## src/rtl/bias_bank_ctrl_pkg.sv

```systemverilog
// Shared types and sizing helpers for the double-buffered bias scheduler.
package bias_ctrl_pkg;

    localparam int DEF_N_COLS = 2;
    localparam int DEF_DATA_W = 16;

    typedef enum logic [1:0] {
        IDLE    = 2'd0,
        LOADING = 2'd1,
        FULL    = 2'd2
    } state_e;

    // Column counter width; a single-column bank still needs one bit.
    function automatic int cnt_w(input int n);
        return (n > 1) ? $clog2(n) : 1;
    endfunction

endpackage

```

## src/rtl/bias_bank_ctrl_if.sv

```systemverilog
// Load/swap handshake and systolic-side signals of the bias scheduler.
interface bias_bank_ctrl_if #(
    parameter int N_COLS = 2,
    parameter int DATA_W = 16
);
    logic                     load_valid_in;
    logic signed [DATA_W-1:0] load_data_in;
    logic                     load_ready_out;
    logic                     load_done_out;
    logic                     swap_req_in;
    logic                     swap_ack_out;
    logic [N_COLS-1:0]        sys_valid_in;
    logic [N_COLS*DATA_W-1:0] bias_scalar_out;
    logic                     bias_active_valid_out;

    modport slave (
        input  load_valid_in, load_data_in, swap_req_in, sys_valid_in,
        output load_ready_out, load_done_out, swap_ack_out,
               bias_scalar_out, bias_active_valid_out
    );

    modport master (
        output load_valid_in, load_data_in, swap_req_in, sys_valid_in,
        input  load_ready_out, load_done_out, swap_ack_out,
               bias_scalar_out, bias_active_valid_out
    );
endinterface

```

## src/rtl/bias_bank_ctrl_bank.sv

```systemverilog
// N_COLS x DATA_W register bank with indexed single-word write and full parallel load.
module bias_bank
    import bias_ctrl_pkg::*;
#(
    parameter int N_COLS = DEF_N_COLS,
    parameter int DATA_W = DEF_DATA_W,
    parameter int CW     = cnt_w(N_COLS)
) (
    input  logic                           clk,
    input  logic                           rst,
    input  logic                           wr_en,
    input  logic [CW-1:0]                  wr_idx,
    input  logic [DATA_W-1:0]              wr_data,
    input  logic                           ld_en,
    input  logic [N_COLS-1:0][DATA_W-1:0]  ld_data,
    output logic [N_COLS-1:0][DATA_W-1:0]  q
);

    // Parallel load wins over the indexed write when both are raised.
    always_ff @(posedge clk or posedge rst) begin
        if (rst) begin
            q <= '0;
        end else begin
            for (int c = 0; c < N_COLS; c++) begin
                if (ld_en)
                    q[c] <= ld_data[c];
                else if (wr_en && wr_idx == CW'(c))
                    q[c] <= wr_data;
            end
        end
    end

endmodule

```

## src/rtl/bias_bank_ctrl.sv

```systemverilog
// Bias scheduler: fills a shadow bank word by word and promotes it to the
// active bank once a swap is requested and no column has data in flight.
module bias_bank_ctrl
    import bias_ctrl_pkg::*;
#(
    parameter int N_COLS = DEF_N_COLS,
    parameter int DATA_W = DEF_DATA_W
) (
    input  logic             clk,
    input  logic             rst,
    bias_bank_ctrl_if.slave  bus
);

    localparam int CW = cnt_w(N_COLS);

    state_e                          state;
    logic [CW-1:0]                   wr_cnt;
    logic                            swap_pend;
    logic                            load_done;
    logic                            swap_ack;
    logic                            active_valid;
    logic [N_COLS-1:0][DATA_W-1:0]   shadow_q;
    logic [N_COLS-1:0][DATA_W-1:0]   active_q;

    logic accept;
    logic last;
    logic swap;

    // Ready depends only on state so upstream never sees a loop through us.
    assign bus.load_ready_out = (state != FULL);
    assign accept = bus.load_valid_in && bus.load_ready_out;
    assign last   = accept && (wr_cnt == CW'(N_COLS - 1));
    assign swap   = (state == FULL) && swap_pend && (bus.sys_valid_in == '0);

    always_ff @(posedge clk or posedge rst) begin
        if (rst) begin
            state        <= IDLE;
            wr_cnt       <= '0;
            swap_pend    <= 1'b0;
            load_done    <= 1'b0;
            swap_ack     <= 1'b0;
            active_valid <= 1'b0;
        end else begin
            load_done <= last;
            swap_ack  <= swap;
            // A request coinciding with a swap re-arms for the next layer.
            swap_pend <= bus.swap_req_in | (swap_pend & ~swap);
            if (swap) begin
                state        <= IDLE;
                active_valid <= 1'b1;
            end else if (accept) begin
                state  <= last ? FULL : LOADING;
                wr_cnt <= last ? '0 : wr_cnt + CW'(1);
            end
        end
    end

    bias_bank #(.N_COLS(N_COLS), .DATA_W(DATA_W), .CW(CW)) u_shadow (
        .clk     (clk),
        .rst     (rst),
        .wr_en   (accept),
        .wr_idx  (wr_cnt),
        .wr_data (bus.load_data_in),
        .ld_en   (1'b0),
        .ld_data ('0),
        .q       (shadow_q)
    );

    bias_bank #(.N_COLS(N_COLS), .DATA_W(DATA_W), .CW(CW)) u_active (
        .clk     (clk),
        .rst     (rst),
        .wr_en   (1'b0),
        .wr_idx  ('0),
        .wr_data ('0),
        .ld_en   (swap),
        .ld_data (shadow_q),
        .q       (active_q)
    );

    assign bus.bias_scalar_out       = active_q;
    assign bus.load_done_out         = load_done;
    assign bus.swap_ack_out          = swap_ack;
    assign bus.bias_active_valid_out = active_valid;

endmodule

```

## src/flat_wrapper.sv

```systemverilog
// flat-port wrapper written by rule: the top's interface ports become plain ports
module bias_bank_ctrl_flat import bias_ctrl_pkg::*;
#(
    parameter int N_COLS = DEF_N_COLS,
    parameter int DATA_W = DEF_DATA_W
)
  (clk, rst, bus_load_valid_in, bus_load_data_in, bus_swap_req_in, bus_sys_valid_in, bus_load_ready_out, bus_load_done_out, bus_swap_ack_out, bus_bias_scalar_out, bus_bias_active_valid_out);
  bias_bank_ctrl_if #(.N_COLS(N_COLS), .DATA_W(DATA_W)) bus_i ();
  input  logic clk;
  input  logic rst;
  input wire logic [$bits(bus_i.load_valid_in)-1:0] bus_load_valid_in;
  input wire logic [$bits(bus_i.load_data_in)-1:0] bus_load_data_in;
  input wire logic [$bits(bus_i.swap_req_in)-1:0] bus_swap_req_in;
  input wire logic [$bits(bus_i.sys_valid_in)-1:0] bus_sys_valid_in;
  output wire logic [$bits(bus_i.load_ready_out)-1:0] bus_load_ready_out;
  output wire logic [$bits(bus_i.load_done_out)-1:0] bus_load_done_out;
  output wire logic [$bits(bus_i.swap_ack_out)-1:0] bus_swap_ack_out;
  output wire logic [$bits(bus_i.bias_scalar_out)-1:0] bus_bias_scalar_out;
  output wire logic [$bits(bus_i.bias_active_valid_out)-1:0] bus_bias_active_valid_out;
  assign bus_i.load_valid_in = bus_load_valid_in;
  assign bus_i.load_data_in = bus_load_data_in;
  assign bus_i.swap_req_in = bus_swap_req_in;
  assign bus_i.sys_valid_in = bus_sys_valid_in;
  assign bus_load_ready_out = bus_i.load_ready_out;
  assign bus_load_done_out = bus_i.load_done_out;
  assign bus_swap_ack_out = bus_i.swap_ack_out;
  assign bus_bias_scalar_out = bus_i.bias_scalar_out;
  assign bus_bias_active_valid_out = bus_i.bias_active_valid_out;
  bias_bank_ctrl #(.N_COLS(N_COLS), .DATA_W(DATA_W)) u_core (.clk(clk), .rst(rst), .bus(bus_i));
endmodule
```

## config.mk

```make
export PLATFORM = sky130hd
export DESIGN_NAME = bias_bank_ctrl_flat
export DESIGN_NICKNAME = d
export VERILOG_FILES = /design/src/rtl/bias_bank_ctrl_pkg.sv /design/src/rtl/bias_bank_ctrl_if.sv /design/src/rtl/bias_bank_ctrl_bank.sv /design/src/rtl/bias_bank_ctrl.sv /design/src/flat_wrapper.sv
export SDC_FILE = /design/constraint.sdc
export NUM_CORES = 1
export LEC_CHECK = 0
export BUFFER_PORTS_ARGS = -buffer_cell sky130_fd_sc_hd__buf_2
export CORE_UTILIZATION = 57
export DETAILED_ROUTE_END_ITERATION = 8
export GPL_ROUTABILITY_DRIVEN = 0
export PLACE_DENSITY_LB_ADDON = 0.1
export REMOVE_ABC_BUFFERS = 1
export SLEW_MARGIN = 25
export SYNTH_ARGS = -nofsm -noshare
export SYNTH_HDL_FRONTEND = slang
export SYNTH_SLANG_ARGS = --single-unit
export TNS_END_PERCENT = 20
```

## constraint.sdc

```tcl
create_clock -name clk -period 4.26 [get_ports clk]
set_input_delay 0.213 -clock clk [delete_from_list [all_inputs] [get_ports clk]]
set_output_delay 0.213 -clock clk [all_outputs]
set_load 0.005 [all_outputs]
```

# == Word level (Yosys, flattened, before mapping) ==
# Cells that the tools add are included.
# op_classes
add_sub_neg,1
bitwise_logic,4
n_eq_ne,2
n_reduce_logical,8
mux,4
# ops
op,count
2-bit two-way mux,3
1-bit logical AND,5
2-bit equality test (second input constant),1
2-bit logical NOT,1
2-bit inequality test (second input constant),1
1-bit inverter,2
2-bit AND reduction,1
2-bit nonzero test,1
1-bit adder (second input constant),1
1-bit bitwise AND,1
1-bit two-way mux,1
1-bit OR,1
# totals
reg_bits,71
elab_cells,29
out_inout_bits,36
in_bits,22

# == Depth between registers and ports, before layout ==
# Gate-level depths: netlist of run 1.
# depth
word_depth,6
mapped_depth,5

# == By module ==
# From an unflattened synthesis of run 1, not the netlist that was laid out.
# hier_totals
hier_cells,355
area_unflattened_um2,3863.7
# by_module_without_submodules
mod,area_per_inst_um2,cells_each,n_inst
bias_bank,1785.5,166,2
bias_bank_ctrl,292.8,23,1

# == Least setup slack after synthesis of run 1 ==
# Ideal clock, no wire load.
# synth_timing
path_kind,reg2reg
from,reg u_core.state[0]
to,reg u_core.u_active.q[0] in the netlist's numbering
stages_incl_launch_ff,6
setup_time_ps,125
slack_ps,2574
t_arrival_ps,1561
n_path_buf,2
path_cell_list,dfrtp_1 nand2b_4 buf_6 nor4_4 buf_6 mux2_2
# synth_between
elab_chain_len,3
# synth_rtl
element,line,text
from (decl),bias_bank_ctrl.sv:16,state_e state;
from (signal assigned),bias_bank_ctrl.sv:52,state <= last ? FULL : LOADING;
2-bit equality test,bias_bank_ctrl.sv:33,assign swap = (state == FULL) && swap_pend && (bus.sys_valid_in == '0);
1-bit logical AND (2 in series),bias_bank_ctrl.sv:33,
"to (signal, indexed assignment)",bias_bank_ctrl_bank.sv:26,q[c] <= ld_data[c];
"to (signal, indexed assignment)",bias_bank_ctrl_bank.sv:28,q[c] <= wr_data;
to (decl),bias_bank_ctrl_bank.sv:16,output logic [N_COLS-1:0][DATA_W-1:0] q
# No other way between the ends.
# A chain may end at the register's enable or synchronous reset.

# == Worst setup path after layout of run 1 ==
# layout_timing
from,reg u_core.state[0]
to,reg u_core.u_active.q[29] in the netlist's numbering
# Same word-level chain as after synthesis.

==> flow_summary.yaml, run 1 <==
timing:
  rsz0062_at_grt: "false"
  skew_ns: 0.00663
  finalSetupViolCount: 0
  max-slew-margin-rel_pct: 51.6
  finalCritPeriodShare_pct: 40.0
  fin_ws_ns: 2.55
  holdWs_ns: -0.00863
  tightest_slew_ns: 0.725
  min_period_ns: 1.71
  hold_violations: 28
  fmax_ghz: 0.586
  tns_ns: 0
  slew_viol_final: 0
placement:
  dpl_worst_slack_ns: 2.57
  dpl.hpwl_mm: 3.04
  io_buffers: 57
  dp_cells: 262
setup_path:
  worstSetupEndpointType: "flip-flop"
  crit_type: "reg -> reg"
  arrival_ns: 1.93
  worstPathMaxFanout: 36
  critPathRequiredTime_ns: 4.48
  start_kind: "flip-flop"
yosys:
  ys_types: 15
  ys_seq_area_share_pct: 66.6
  synth_area_per_cell_um2: 17.0
  yosys_warnings: 0
  netlist_instances: 157
  synth_seq_cells: 71
  syn-cell-area_um2: 2670
final_layout:
  fin_util_pct: 71.7
  instances_no_fill: 278
  fillers: 295
  nets: 243
  area_growth_pct: 18.7
  n_antenna_cell: 0
  drive_gt1_share_pct: 62.4
routing:
  drt_first_pass_iters: 4
  num_vias: 1494
  drt_wl_total_mm: 4.59
  post_drt_wl_per_cell_um: 16.5
  first_iter_violations: 62
  viasPerCell: 5.37
  drc: 0
  drtAntennaViolNets: 0
clocking:
  cts_root_buf: "clkbuf_8"
  cts_resized: 0
  cts_sinks: 71
  clk-insertion-delay-late_ns: 0.34
  clk_path_buf_depth: 2
  htreeDepth: 3
  cts_buffers: 9
  cts_tree: "done"
  post_cts_buffers: 0
  clk_pin_slew_ns: 0.07
  cts.hold.buffers_added: 0
global_routing:
  grt_pass1_vias: 1635
  gr-total-overflow: 0
  grt_max_degree: 38
  antenna_found_initial: 0
  grt_pass1_wl_mm: 7.94
  track_usage_pct: 21.7
outcome:
  status: "complete, but fails checks"
  violations: "hold timing"
die:
  rows: 24
  core-area_um2: 4410
  die_x_um: 70.4
  die-height_um: 70.4
  pin_count: 58
  start_util_pct: 60.4
  die-area_um2: 4960
power_and_ir_drop:
  vdd.ir_drop.worst_uv: 563
  power_density_nw_per_um2: 760
  p_leak_nw: 1.51
min_path:
  worstHoldPathType: "in -> async"
flow_run:
  drv_cap: 0
-- cell families (layout without fill, tap and decap cells) --
kind of cell              count (synthesis)  count (layout)  share of synthesized area (%)
AOI/OAI and AO/OA                         3               3                          0.657
xor gates and xnor gates                  1               1                          0.328
buffers and inverters                    10              79                           2.63
DFF                                      71              71                           66.6
muxes                                    64              64                           27.0
and+or+nand+nor                           8               8                           2.77
-- power by group --
group	internal, mW	total, mW	leakage [nW]	switching [mW]
clock	0.268	0.505	0.0960	0.236
combinational	0.438	0.721	0.567	0.282
sequential	1.01	1.18	0.844	0.172
total	1.72	2.41	1.51	0.691
-- Yosys cell counts (all sizes together) --
| master | instances | area (um2) |
|---|---|---|
| dfrtp | 71 | 1780 |
| mux2 | 64 | 721 |
| buf | 6 | 55.1 |
| inv | 4 | 15.0 |
| nand2 | 3 | 11.3 |
| o21ai | 2 | 10.0 |
| nand2b | 1 | 13.8 |
| nand3 | 1 | 10.0 |
| nand3b | 1 | 11.3 |
| nor4 | 1 | 21.3 |
| o21bai | 1 | 7.51 |
| or2 | 1 | 6.26 |
| xnor2 | 1 | 8.76 |
-- worst max-delay path, cell delays in order (launching register included) --
cell and delay, ns:
dfrtp_1 0.40, nand2b_4 0.18, nor4_4 0.14, buf_4 0.45, mux2_2 0.40
-- cells in the final DEF, fill, tap and decap left out --
cell,netlist,layout
dfrtp_1,71,71
mux2_2,61,61
buf_2,2,57
clkbuf_8,0,9
inv_1,4,3
mux2_1,3,3
nand2_1,3,3
clkinv_2,0,3
o21ai_0,2,2
buf_4,0,2
nand2b_4,1,1
nand3_2,1,1
nand3b_2,1,1
nor4_4,1,1
o21bai_1,1,1
inv_2,0,1
xnor2_1,1,1
or2_2,1,1
clkinvlp_4,0,1
bufinv_16,0,1
clkinv_4,0,1
clkbuf_1,0,1
-- worst paths after layout --
path	from	end	slack [ns]	depth (start not counted)
max	u_core.state[0]$_DFFE_PP0P_	u_core.u_active.q[29]$_DFFE_PP0P_	2.55	4
min	rst	u_core.u_active.q[15]$_DFFE_PP0P_	-0.009	2
max reg2reg	u_core.state[0]$_DFFE_PP0P_	u_core.u_active.q[29]$_DFFE_PP0P_	2.55	4
min reg2reg	u_core.bus.bias_active_valid_out$_DFFE_PP0P_	u_core.bus.bias_active_valid_out$_DFFE_PP0P_	0.48	1
max in group asynchronous	rst	u_core.u_active.q[14]$_DFFE_PP0P_	3.36	3
min in group clk	bus_swap_req_in	u_core.swap_pend$_DFF_PP0_	0.07	2
-- metrics by stage --
step,power (mW),cell area (um2)
6_report,2.41,3170
3_5_place_dp,1.92,2980
2_1_floorplan,1.61,2610
5_1_grt,2.56,3170
4_1_cts,2.43,3170
3_3_place_gp,1.85,2980
-- state kept, by name, summed over array words and instances, names as in the netlist --
register	count
u_core.bus.swap_ack_out	1
u_core.u_shadow.q	32
u_core.bus.load_done_out	1
u_core.state	2
u_core.u_active.q	32
u_core.wr_cnt	1
u_core.swap_pend	1
u_core.bus.bias_active_valid_out	1
-- metal layers --
metal / vias up / track usage [%] / wire length, um
met4: 0 / 12.0 / 120
met1: 764 / 28.2 / 1950
li1: 677 / - / -
met5: - / 0 / 0
met3: 10 / 5.77 / 236
met2: 43 / 33.3 / 2280
-- layout make-up --
type                            count  area, um2  area share (%)
Timing Repair Buffer               59        300            9.48
Inverter                            4       15.0           0.474
Tap cell                           52       65.1            2.05
Sequential cell                    71       1780            56.1
Clock buffer                       10        128            4.03
Multi-Input combinational cell     76        821            25.9
Clock inverter                      6       61.3            1.94
Power figures use the tool's default switching activity.
==> inputs of run 2 (changes only) <==
- CORE_UTILIZATION: 57 -> 53
- clock period: 4.26 -> 1.7 ns (I/O delays scaled with it)
==> run 2 against run 1 <==
  * The flow now finishes without violations
  * Cell area is 4.5% higher
  * Sequential share of layout area is 2.4 points lower
  * Non-clock buffer count up 12
  * Clock power rose by 120%
  * Maximum frequency increased by 11%
  * Clock skew fell by 0.0032 ns
==> flow_summary.yaml, run 2 (synthesized netlist as in run 1, its figures left out) <==
outcome:
  status: "completed"
power_and_ir_drop:
  combPwrFrac_pct: 31.7
  pwr-share-seq_pct: 49.6
  p_int_mw: 4.25
  switching_share_pct: 28.4
  p_leak_nw: 1.56
  p_switching_mw: 1.68
  vdd.ir_drop.worst_uv: 928
  power_density_nw_per_um2: 1790
  total_power_mw: 5.93
  clock_power_share_pct: 18.7
setup_path:
  path_delay_family: "simple AND/OR/NAND/NOR gates"
  crit_slowest_cell: "mux2_2"
  r2r_start: "u_core.state[0]$_DFFE_PP0P_"
  arrival_ns: 1.75
  timing.rr.end: "u_core.u_shadow.q[22]$_DFFE_PP0P_"
  start_kind: "flip-flop"
  reg2regPathDepth: 3
  reg2reg_slack_ns: 0.16
  worstPathMaxFanout: 18
  path_buf_inv: 0
  slowest_delay_ns: 0.45
  cp.depth: 3
  worstPathCellList: "nand2b_4, nand3_2, mux2_2"
  critPathRequiredTime_ns: 1.91
  crit_type: "reg -> reg"
  worstSetupEndpointType: "flip-flop"
final_layout:
  instances_no_fill: 304
  nets: 255
  drive_gt1_share_pct: 58.2
  final_common_cell: "dfrtp_1"
  largestRegisters: "u_core.u_active.q x32, u_core.u_shadow.q x32, u_core.state x2"
  n_antenna_cell: 0
  stdcell_area_um2: 3310
  final_cell_mix: "dfrtp_1, mux2_2, buf_2, dlygate4sd3_1, clkbuf_8"
  area_growth_pct: 24.1
clocking:
  cts_sinks: 71
  clk-insertion-delay-late_ns: 0.33
  htreeDepth: 3
  clk_pin_slew_ns: 0.07
  cts_buffers: 9
  cts_tree: "done"
  clk_path_buf_depth: 2
  cts_root_buf: "clkbuf_8"
  cts_resized: 0
placement:
  dp_cells: 278
  io_buffers: 57
  dpl.hpwl_mm: 3.12
  dpl_worst_slack_ns: 0.154
  dpl_cell_area_um2: 3040
global_routing:
  track_usage_pct: 20.3
  use_met2_pct: 33.7
  gr-total-overflow: 0
  grt-busiest-layer: "met2"
  grtUsageMet3_pct: 5.11
  grt_pass1_wl_mm: 7.73
  antenna_found_initial: 0
  grt_max_degree: 72
  use_met1_pct: 25.0
  grt_pass1_vias: 1626
die:
  die_x_um: 72.9
  rows: 25
  start_util_pct: 55.7
  die-height_um: 72.9
  die-area_um2: 5320
  core-area_um2: 4790
  pin_count: 58
min_path:
  worstHoldPathType: "in -> reg"
  min_from: "bus_load_data_in[15]"
  whs_endpoint: "u_core.u_shadow.q[31]$_DFFE_PP0P_"
  whs_path_depth: 2
flow_run:
  drv_cap: 0
timing:
  finalSetupViolCount: 0
  skew_ns: 0.00340
  min_period_ns: 1.54
  hold_violations: 0
  slew_viol_final: 0
  fin_ws_ns: 0.162
  finalCritPeriodShare_pct: 90.5
  rsz0062_at_grt: "false"
  tightest_slew_ns: 0.521
  fmax_ghz: 0.650
  max-slew-margin-rel_pct: 65.3
routing:
  num_vias: 1547
  drt_wl_total_mm: 4.71
  viasPerCell: 5.09
  drt_first_pass_iters: 4
  drc: 0
  drtAntennaViolNets: 0
  post_drt_wl_per_cell_um: 15.5
  first_iter_violations: 113
[run 2: cell count changes in the layout (fill, tap and decap cells not counted), sizes merged]
cell,change
dlygate4sd3,+11
buf,+1
clkbuf,+4
clkinvlp,-1
clkinv,-3
bufinv,-1
[run 2: area by class of cell]
cell class,instances,area (um2)
Tap cell,67,83.8
Timing Repair Buffer,71,455
Multi-Input combinational cell,76,821
Inverter,4,15.0
Fill cell,354,1480
Sequential cell,71,1780
Clock inverter,1,5.00
Clock buffer,14,153
[run 2: routing by layer]
layer  share of wire, %  vias up
li1                   -      700
met1                 42      788
met2                 51       50
met3                5.2        9
met4                1.9        0
met5                  0        -
[run 2: power groups by stage]
| stage | combinational [mW] | sequential, mW | clock, mW |
|---|---|---|---|
| after floorplan | 1.13 | 2.91 | 0 |
| after global placement | 1.79 | 2.90 | 0 |
| after detailed placement | 1.90 | 2.98 | 0 |
| after CTS | 1.93 | 2.95 | 1.14 |
| after global routing | 2.06 | 3.04 | 1.22 |
| final | 1.88 | 2.94 | 1.11 |
[run 2: what timing repair did]
item | CTS | global route
buffers inserted | 0 | 0
endpoints found under the hold margin | 84 | 0
hold buffers | 11 | 0
[run 2: metrics by stage]
step	util, %	hold slack (ns)	TNS [ns]
finish	69.2	0.00624	0
global route	69.2	0.00423	0
CTS	69.2	0.000529	0
detailed placement	63.6	0.192	0
global placement	63.6	0.179	0
floorplan	-	0.181	-30.25
[run 2: worst max path at each step]
stage                                      from                           endpoint  slack [ns]
finish              u_core.state[0]$_DFFE_PP0P_  u_core.u_shadow.q[22]$_DFFE_PP0P_        0.16
detailed placement  u_core.state[0]$_DFFE_PP0P_  u_core.u_shadow.q[22]$_DFFE_PP0P_        0.15
floorplan           u_core.state[0]$_DFFE_PP0P_   u_core.u_active.q[0]$_DFFE_PP0P_       -0.51
CTS                 u_core.state[0]$_DFFE_PP0P_  u_core.u_shadow.q[28]$_DFFE_PP0P_        0.14
global route        u_core.state[0]$_DFFE_PP0P_  u_core.u_shadow.q[21]$_DFFE_PP0P_        0.07
global placement    u_core.state[0]$_DFFE_PP0P_  u_core.u_active.q[21]$_DFFE_PP0P_        0.23
==> inputs of run 3 (changes only) <==
- CELL_PAD_IN_SITES_DETAIL_PLACEMENT: default -> 1
- CELL_PAD_IN_SITES_GLOBAL_PLACEMENT: default -> 1
- CORE_UTILIZATION: 53 -> 44
==> run 3 against run 2 <==
  * Global-route usage shrank 1.2 points
  * Critical path type unchanged
  * Utilization decreased by 8.4 points
  * Worst hold slack gained 0.0097 ns
  * Combinational power is essentially flat
  * Final cell count grew 4.9%
  * Largest cell class unchanged
  * Maximum frequency increased by 0.34%
  * Sequential share of layout area down 2.2 points
  * Total power rose by 7.0%
  * Flip-flop and latch count unchanged
==> flow_summary.yaml, run 3 (synthesized netlist as in run 1, its figures left out) <==
outcome:
  status: "completed"
setup_path:
  start_kind: "flip-flop"
  reg2regPathDepth: 4
  arrival_ns: 1.75
  reg2reg_slack_ns: 0.17
  r2r_start: "u_core.state[0]$_DFFE_PP0P_"
  cp-startpoint: "u_core.state[0]$_DFFE_PP0P_"
  crit_end: "u_core.u_active.q[4]$_DFFE_PP0P_"
  worstPathMaxFanout: 18
  critPathRequiredTime_ns: 1.92
  timing.rr.end: "u_core.u_active.q[4]$_DFFE_PP0P_"
  crit_type: "reg -> reg"
  worstSetupEndpointType: "flip-flop"
timing:
  finalCritPeriodShare_pct: 90.2
  hold_violations: 0
  tns_ns: 0
  holdWs_ns: 0.0159
  min_period_ns: 1.53
  fin_ws_ns: 0.167
  fmax_ghz: 0.653
  finalSetupViolCount: 0
  rsz0062_at_grt: "false"
  tightest_slew_ns: 0.376
  max-slew-margin-rel_pct: 74.9
  skew_ns: 0.00556
  slew_viol_final: 0
global_routing:
  grtUsageMet3_pct: 6.51
  antenna_found_initial: 0
  grt-busiest-layer: "met2"
  use_met1_pct: 23.2
  track_usage_pct: 19.1
  grt_pass1_vias: 1800
  grt_max_degree: 72
  gr-total-overflow: 0
  use_met2_pct: 31.8
  grt_pass1_wl_mm: 8.91
placement:
  dpl.hpwl_mm: 3.44
  dpl_worst_slack_ns: 0.155
  io_buffers: 57
die:
  die-area_um2: 6380
  die-height_um: 79.9
  pin_count: 58
  rows: 27
  core-area_um2: 5680
  start_util_pct: 47.0
  die_x_um: 79.9
clocking:
  clk_pin_slew_ns: 0.07
  clk_path_buf_depth: 2
  cts_tree: "done"
  cts_buffers: 9
  clk-insertion-delay-late_ns: 0.34
  cts_root_buf: "clkbuf_8"
  htreeDepth: 3
  cts_sinks: 71
flow_run:
  drv_cap: 0
min_path:
  whs_path_depth: 2
  worstHoldPathType: "in -> reg"
routing:
  drtAntennaViolNets: 0
  drt_first_pass_iters: 2
  viasPerCell: 4.85
  num_vias: 1548
  drc: 0
  drt_wl_total_mm: 5.27
  post_drt_wl_per_cell_um: 16.5
  first_iter_violations: 76
final_layout:
  fin_util_pct: 60.8
  drive_gt1_share_pct: 59.1
  final_common_cell: "dfrtp_1"
  final_cell_mix: "dfrtp_1, mux2_2, buf_2, dlygate4sd3_1, clkbuf_8"
  n_antenna_cell: 0
  largestRegisters: "u_core.u_active.q x32, u_core.u_shadow.q x32, u_core.state x2"
  nets: 264
  fillers: 555
  area_growth_pct: 29.3
power_and_ir_drop:
  vdd.ir_drop.worst_uv: 886
  power_density_nw_per_um2: 1840
  p_leak_nw: 1.63
## run 3: layout make-up
| type | instances | area, um2 | area share, % |
|---|---|---|---|
| Clock buffer | 10 | 138 | 3.99 |
| Clock inverter | 6 | 83.8 | 2.43 |
| Inverter | 4 | 15.0 | 0.435 |
| Multi-Input combinational cell | 76 | 821 | 23.8 |
| Sequential cell | 71 | 1780 | 51.5 |
| Tap cell | 72 | 90.1 | 2.61 |
| Timing Repair Buffer | 80 | 526 | 15.2 |
## run 3: how the worst min path moves through the flow
stage | startpoint | to | slack [ns]
after floorplan | bus_load_valid_in | u_core.state[0]$_DFFE_PP0P_ | 0.18
after global placement | rst | u_core.u_shadow.q[28]$_DFFE_PP0P_ | 0.18
after detailed placement | rst | u_core.u_shadow.q[14]$_DFFE_PP0P_ | 0.21
after CTS | bus_load_data_in[1] | u_core.u_shadow.q[1]$_DFFE_PP0P_ | 0.003
after global routing | bus_load_data_in[1] | u_core.u_shadow.q[17]$_DFFE_PP0P_ | 0.003
final | bus_load_data_in[1] | u_core.u_shadow.q[17]$_DFFE_PP0P_ | 0.02
## run 3: worst max-delay path, cell delays in order, from the launching register on
cell      delay [ns]
dfrtp_1         0.40
nand2b_4        0.18
nor4_4          0.16
buf_4           0.31
mux2_2          0.37
## run 3: report_power, final
group          internal (mW)  switching, mW  leakage, nW
Sequential              2.53          0.437        0.844
Clock                  0.861          0.613        0.116
Combinational           1.18          0.732        0.667
## run 3: stage by stage
step / instance area, um2 / cells / power [mW]
6_report: 3450 / 319 / 6.35
5_1_grt: 3450 / 319 / 6.77
4_1_cts: 3450 / 319 / 6.44
3_5_place_dp: 3060 / 286 / 4.92
3_3_place_gp: 3060 / 286 / 4.73
2_1_floorplan: 2610 / 151 / 4.04
## run 3: routing by layer
metal / wire (um) / part of all wire [%] / vias up
met2: 2650 / 50 / 36
met1: 2310 / 44 / 788
met4: 67 / 1.3 / 0
met3: 240 / 4.6 / 8
met5: 0 / 0 / -
li1: - / - / 716
## run 3: timing repair
action                    CTS  global route
hold endpoints to repair  100             0
setup buffers               0             0
resized for setup           0             0
hold buffers               17             0
